$ cat config.mk
export PLATFORM = sky130hd
export DESIGN_NAME = quad_input_conditioner
export DESIGN_NICKNAME = d
export VERILOG_FILES = /design/src/rtl/quad_input_conditioner.sv
export SDC_FILE = /design/constraint.sdc
export NUM_CORES = 1
export LEC_CHECK = 0
export BUFFER_PORTS_ARGS = -buffer_cell sky130_fd_sc_hd__buf_2
export CORE_ASPECT_RATIO = 0.75
export CORE_UTILIZATION = 48
export CTS_BUF_LIST = sky130_fd_sc_hd__clkbuf_8
export CTS_CLUSTER_DIAMETER = 50
export DETAILED_ROUTE_END_ITERATION = 10
export PLACE_DENSITY = 0.72
export SYNTH_ARGS = -nofsm -noshare
export SYNTH_HDL_FRONTEND = slang
export SYNTH_SLANG_ARGS = --single-unit
export TNS_END_PERCENT = 10
$ cat constraint.sdc
create_clock -name clk -period 2.15 [get_ports clk]
set_input_delay 0.215 -clock clk [delete_from_list [all_inputs] [get_ports clk]]
set_output_delay 0.215 -clock clk [all_outputs]
set_load 0.005 [all_outputs]
$ cat src/rtl/quad_input_conditioner.sv
// -----------------------------------------------------------------------------
// quad_input_conditioner
//
// Front-end for the quadrature encoder counter. Raw encoder pins are
// synchronised (2-FF per channel), de-glitched by a per-channel stability
// filter, then decoded into step/direction. Transitions where both channels
// change together are flagged as illegal.
//
// Optional feature macro: QIC_STALL_DETECT_EN
//   defined   -> 32-bit stall counter drives 'stalled'
//   undefined -> no counter, 'stalled' tied low, STALL_CYCLES ignored
//
// Parameters:
//   FILTER_LEN    clocks a synchronised input must disagree with the filtered
//                 value before the filtered value follows (1..255)
//   STALL_CYCLES  clocks without a step before 'stalled' asserts
//
// Ports:
//   clk         system clock
//   rst         synchronous active-high reset
//   chA_raw     raw encoder channel A (asynchronous)
//   chB_raw     raw encoder channel B (asynchronous)
//   invert_dir  1 = swap sense of dir
//   err_clr     one-cycle pulse, clears err and err_count
//   chA_out     filtered channel A
//   chB_out     filtered channel B
//   dir         1 = A leads B (forward), XORed with invert_dir
//   step        one-cycle pulse per valid quadrature edge
//   err         sticky illegal-transition flag
//   err_count   saturating count of illegal transitions
//   stalled     no valid step for STALL_CYCLES clocks
// -----------------------------------------------------------------------------
module quad_input_conditioner #(
    parameter int unsigned FILTER_LEN   = 4,
    parameter logic [31:0] STALL_CYCLES = 32'd100_000_000
) (
    input  logic        clk,
    input  logic        rst,
    input  logic        chA_raw,
    input  logic        chB_raw,
    input  logic        invert_dir,
    input  logic        err_clr,
    output logic        chA_out,
    output logic        chB_out,
    output logic        dir,
    output logic        step,
    output logic        err,
    output logic [15:0] err_count,
    output logic        stalled
);

    localparam int unsigned      CNT_W    = $clog2(FILTER_LEN + 1);
    localparam logic [CNT_W-1:0] CNT_LAST = CNT_W'(FILTER_LEN - 1);

    // Channel vectors are ordered {A, B} throughout.
    logic [1:0]       sync1_q;
    logic [1:0]       sync2_q;
    logic [1:0]       filt_q,    filt_d;
    logic [CNT_W-1:0] flt_cnt_q [2];
    logic [CNT_W-1:0] flt_cnt_d [2];

    logic [1:0]       prev_q,    prev_d;
    logic             step_q,    step_d;
    logic             dir_raw_q, dir_raw_d;
    logic             err_q,     err_d;
    logic [15:0]      err_cnt_q, err_cnt_d;

    // Position of an AB state along the forward cycle 00 -> 10 -> 11 -> 01.
    function automatic logic [1:0] quad_pos(input logic [1:0] ab);
        case (ab)
            2'b00:   quad_pos = 2'd0;
            2'b10:   quad_pos = 2'd1;
            2'b11:   quad_pos = 2'd2;
            default: quad_pos = 2'd3;
        endcase
    endfunction

    function automatic logic [15:0] sat_inc16(input logic [15:0] v);
        sat_inc16 = (v == 16'hFFFF) ? v : v + 16'd1;
    endfunction

    // Synchroniser stage
    always_ff @(posedge clk) begin
        if (rst) begin
            sync1_q <= 2'b00;
            sync2_q <= 2'b00;
        end else begin
            sync1_q <= {chA_raw, chB_raw};
            sync2_q <= sync1_q;
        end
    end

    // Filter stage: the filtered value follows only after FILTER_LEN
    // consecutive disagreeing samples; any agreeing sample restarts the count.
    always_comb begin
        filt_d = filt_q;
        for (int ch = 0; ch < 2; ch++) begin
            flt_cnt_d[ch] = '0;
            if (sync2_q[ch] != filt_q[ch]) begin
                if (flt_cnt_q[ch] == CNT_LAST) begin
                    filt_d[ch] = ~filt_q[ch];
                end else begin
                    flt_cnt_d[ch] = flt_cnt_q[ch] + 1'b1;
                end
            end
        end
    end

    always_ff @(posedge clk) begin
        if (rst) begin
            filt_q       <= 2'b00;
            flt_cnt_q[0] <= '0;
            flt_cnt_q[1] <= '0;
        end else begin
            filt_q       <= filt_d;
            flt_cnt_q[0] <= flt_cnt_d[0];
            flt_cnt_q[1] <= flt_cnt_d[1];
        end
    end

    // Decode stage: compare filtered AB against the previous sample.
    always_comb begin
        logic [1:0] delta;
        delta     = filt_q ^ prev_q;
        prev_d    = filt_q;
        step_d    = 1'b0;
        dir_raw_d = dir_raw_q;
        err_d     = err_q;
        err_cnt_d = err_cnt_q;
        if (delta == 2'b11) begin
            // Illegal edge takes priority over a coincident clear.
            err_d     = 1'b1;
            err_cnt_d = err_clr ? 16'd1 : sat_inc16(err_cnt_q);
        end else begin
            if (err_clr) begin
                err_d     = 1'b0;
                err_cnt_d = 16'd0;
            end
            if (delta != 2'b00) begin
                step_d    = 1'b1;
                dir_raw_d = (quad_pos(filt_q) == quad_pos(prev_q) + 2'd1);
            end
        end
    end

    always_ff @(posedge clk) begin
        if (rst) begin
            prev_q    <= 2'b00;
            step_q    <= 1'b0;
            dir_raw_q <= 1'b1;
            err_q     <= 1'b0;
            err_cnt_q <= 16'd0;
        end else begin
            prev_q    <= prev_d;
            step_q    <= step_d;
            dir_raw_q <= dir_raw_d;
            err_q     <= err_d;
            err_cnt_q <= err_cnt_d;
        end
    end

`ifdef QIC_STALL_DETECT_EN
    logic [31:0] stall_cnt_q, stall_cnt_d;

    // Cleared on the same edge that raises step, so stalled drops with it.
    always_comb begin
        stall_cnt_d = stall_cnt_q;
        if (step_d) begin
            stall_cnt_d = 32'd0;
        end else if (stall_cnt_q != 32'hFFFF_FFFF) begin
            stall_cnt_d = stall_cnt_q + 32'd1;
        end
    end

    always_ff @(posedge clk) begin
        if (rst) begin
            stall_cnt_q <= 32'd0;
        end else begin
            stall_cnt_q <= stall_cnt_d;
        end
    end

    assign stalled = (stall_cnt_q >= STALL_CYCLES - 32'd1);
`else
    logic unused_stall_cfg;
    assign unused_stall_cfg = ^STALL_CYCLES;
    assign stalled          = 1'b0;
`endif

    assign chA_out   = filt_q[1];
    assign chB_out   = filt_q[0];
    assign step      = step_q;
    assign dir       = dir_raw_q ^ invert_dir;
    assign err       = err_q;
    assign err_count = err_cnt_q;

endmodule
==> impl_metrics.json <==
{
  "preCtsSetupSlack_ns": 0.0333,
  "ir_worst_vdd_uv": 430,
  "tmin_final_ns": 2.08,
  "synth_compound_area_frac": 0.117,
  "powerDensity_mw_per_mm2": 606,
  "average_detailed_routed_wire_length_per_instance_um": 13.8,
  "arrival_ns": 2.30,
  "globalRoute.totalOverflow": 0,
  "synth_adder_area_share": 0.0888,
  "areaGrowthSynthToFinish_pct": 17.2,
  "synth_mux_area_frac": 0.0129,
  "layout.area.seq_sq_um": 662,
  "maxSlewHeadroom": 0.595,
  "finalSetupViolations": 0,
  "place_hpwl_um": 2490,
  "dr.first_iter.drc_count": 87,
  "synthesis.nets": 193,
  "final_hold_viol_count": 0,
  "dominantRegCellSynth": "dfxtp_1",
  "drive_above_1_share": 0.208,
  "grt.total_usage": 0.218,
  "slowest_stage": "or3_2",
  "share_of_synthesized_flip_flops_with_an_asynchronous_set_or_reset": 0,
  "met2RoutedLength_um": 1550,
  "vias_in_the_first_global_route": 1247,
  "drv_cap": 0,
  "clock_skew_ns": 0.00633,
  "route.layer.met1.wl_um": 1490,
  "cts_max_path_buffers": 2,
  "cts_buffers": 5,
  "share_comb_of_total_power": 0.024,
  "internal_power_mw": 0.875,
  "cellLeakagePower_nw": 0.721,
  "postSynthRegisterBits": 33,
  "tritoncts": "built",
  "cell_class_contributing_the_biggest_share_of_worst_path_delay": "simple AND/OR/NAND/NOR gates",
  "initial_utilization": 0.517,
  "fmaxAchievable_ghz": 0.480,
  "routability_cong": 0.881,
  "cts-htree-levels": 2,
  "routed_via_density": 5.56,
  "antennaDiodeCount": 0,
  "syn_area_per_cell_sq_um": 8.81,
  "top_layer": "met4",
  "core.rowCount": 17,
  "cp_cell_sequence": "xor2_1 > ha_1 > nand4_1 > or2_1 > or3_2 > a21oi_1",
  "synth-seq-area-share": 0.426,
  "largest_net_degree_at_the_start_of_global_routing": 20,
  "min-delay-path-class": "in -> reg",
  "synth_edf_count": 0,
  "post_synth_and_or_nand_nor_area_fraction": 0.236,
  "seq_power_share": 0.561,
  "vias": 1363,
  "stdcell_area_sq_mm": 0.00182,
  "grt_setup_unrepaired": "no",
  "design_power_total_mw": 1.10,
  "cts_root_buffer": "clkbuf_8",
  "die_extent_in_y_um": 51.2,
  "setup_ws_ns": 0.0651,
  "synth_cell_types": 37,
  "layout.cells.most_common": "dfxtp_1",
  "insertion_delay_ns": 0.28,
  "route.antenna.remaining_nets": 0,
  "sw_frac_of_total": 0.206,
  "mappedNetlistArea_sq_mm": 0.00155,
  "synth-xor-area-share": 0.0621,
  "clkSinkCount": 33,
  "design.die.area_sq_mm": 0.00346,
  "floorplan_die_width_um": 67.6,
  "min_period_over_period": 0.970,
  "multi_input_gate_area_in_the_final_layout_sq_um": 805,
  "grt_first_pass_wirelength_um": 5460,
  "syn_inst": 176,
  "routed_wl_um": 3380,
  "layout_common_cells": "dfxtp_1, buf_2, nor2_1",
  "setup.worst_path.end_class": "register",
  "ios": 28,
  "numPortBuffers": 26,
  "post_detailed_route_drc_marker_count": 0,
  "synth.yosys.warnings": 0,
  "crit_fanout": 6,
  "critical_path_class": "reg -> reg",
  "startpoint_type": "register",
  "placement.cell_area_sq_mm": 0.00173,
  "synth_top_family_by_area": "simple AND/OR/NAND/NOR gates",
  "antenna_found_initial": 0,
  "number_of_detailed_route_iterations_in_the_first_pass": 4,
  "final-max-slew-violation-count": 0,
  "nets": 224,
  "cts_hold_repair.buffers": 0,
  "slew_worst_pin_ns": 0.603,
  "clkTransAtPathRegs_ns": 0.06,
  "cp_num_buf_inv": 0,
  "status": "finished, final reports clean",
  "share_clk_of_total_power": 0.415,
  "cp_slowest_stage_delay_ns": 0.48,
  "met3_layer_wire_length_in_the_routed_design_um": 262,
  "fin_tns_setup_ns": 0,
  "n_fill_cell": 275,
  "floorplan.core_area_sq_mm": 0.00300,
  "cp.required_ns": 2.37,
  "net-switching-power_mw": 0.227
}
==> logic make-up (layout without fill, tap and decap cells) <==
| family | after synthesis | after routing |
|---|---|---|
| AND/OR/NAND/NOR | 67 | 67 |
| buffers and inverters | 21 | 52 |
| adder cells (fa/ha/maj) | 11 | 11 |
| other | 1 | 1 |
| AO/OA/AOI/OAI | 30 | 30 |
| XOR/XNOR | 11 | 11 |
| multiplexers | 2 | 2 |
| flip-flops | 33 | 33 |
==> worst reg2reg max path, delay by kind of cell, from the launching register on <==
| kind | cells | cell delay [ns] |
|---|---|---|
| adder cells (fa/ha/maj) | 1 | 0.30 |
| XOR/XNOR | 1 | 0.21 |
| AO/OA/AOI/OAI | 1 | 0.15 |
| flip-flops | 1 | 0.38 |
| AND/OR/NAND/NOR | 3 | 0.99 |
==> layout make-up <==
| class | instances | share of cell area |
|---|---|---|
| multi-input combinational | 122 | 0.443 |
| clock buffer | 6 | 0.0455 |
| clock inverter | 1 | 0.00207 |
| inverter | 15 | 0.0310 |
| sequential | 33 | 0.364 |
| tap | 38 | 0.0262 |
| timing repair buffer | 30 | 0.0882 |
==> flip-flops by register name, summed over array words and instances, names as in the netlist <==
| register | flops |
|---|---|
| err_count | 16 |
| flt_cnt_q | 6 |
| filt_q | 2 |
| prev_q | 2 |
| sync1_q | 2 |
| sync2_q | 2 |
| dir_raw_q | 1 |
| err | 1 |
| step | 1 |
==> through the flow <==
| step | hold WS, ns | instances | util |
|---|---|---|---|
| floorplan | 0.343 | 176 | - |
| global placement | 0.407 | 238 | 0.577 |
| detailed placement | 0.418 | 238 | 0.577 |
| CTS | 0.133 | 245 | 0.605 |
| global route | 0.176 | 245 | 0.606 |
| finish | 0.138 | 245 | 0.606 |
==> routing by layer <==
metal,GRT usage,vias up
li1,-,670
met1,0.267,629
met2,0.356,53
met3,0.0558,11
met4,0.0993,0
met5,0,-
==> final timing paths <==
| check | start | endpoint | slack (ns) | depth (start not counted) |
|---|---|---|---|---|
| worst max-delay path | prev_q[1] | err_count[7] | 0.07 | 6 |
| worst min-delay path | chB_raw | sync1_q[0] | 0.14 | 2 |
| worst max register to register | prev_q[1] | err_count[7] | 0.07 | 6 |
| worst min register to register | flt_cnt_q[0][0] | flt_cnt_q[0][0] | 0.42 | 1 |
==> synth_stat cells, types with 5 or more instances <==
cell	number	area [sq um]
a21oi_1	12	60.1
dfxtp_1	33	661
ha_1	11	138
inv_1	15	56.3
nand2_1	7	26.3
nand3_1	7	35.0
nor2_1	19	71.3
nor2b_1	5	31.3
nor3_1	5	25.0
o21ai_0	5	25.0
xnor2_1	7	61.3
==> what timing repair did <==
action | 4_1_cts | 5_1_grt
resized for setup | 0 | 3
setup buffers | 0 | 0
endpoints found under the setup margin | 0 | 6
==> power by group through the flow <==
stage	logic (mW)	registers [mW]	clock network [mW]
after floorplan	0.0177	0.631	0
after global placement	0.0253	0.631	0
after detailed placement	0.0257	0.632	0
after CTS	0.0259	0.618	0.473
after global routing	0.0294	0.618	0.496
final	0.0262	0.618	0.457
Power figures use the tool's default switching activity.
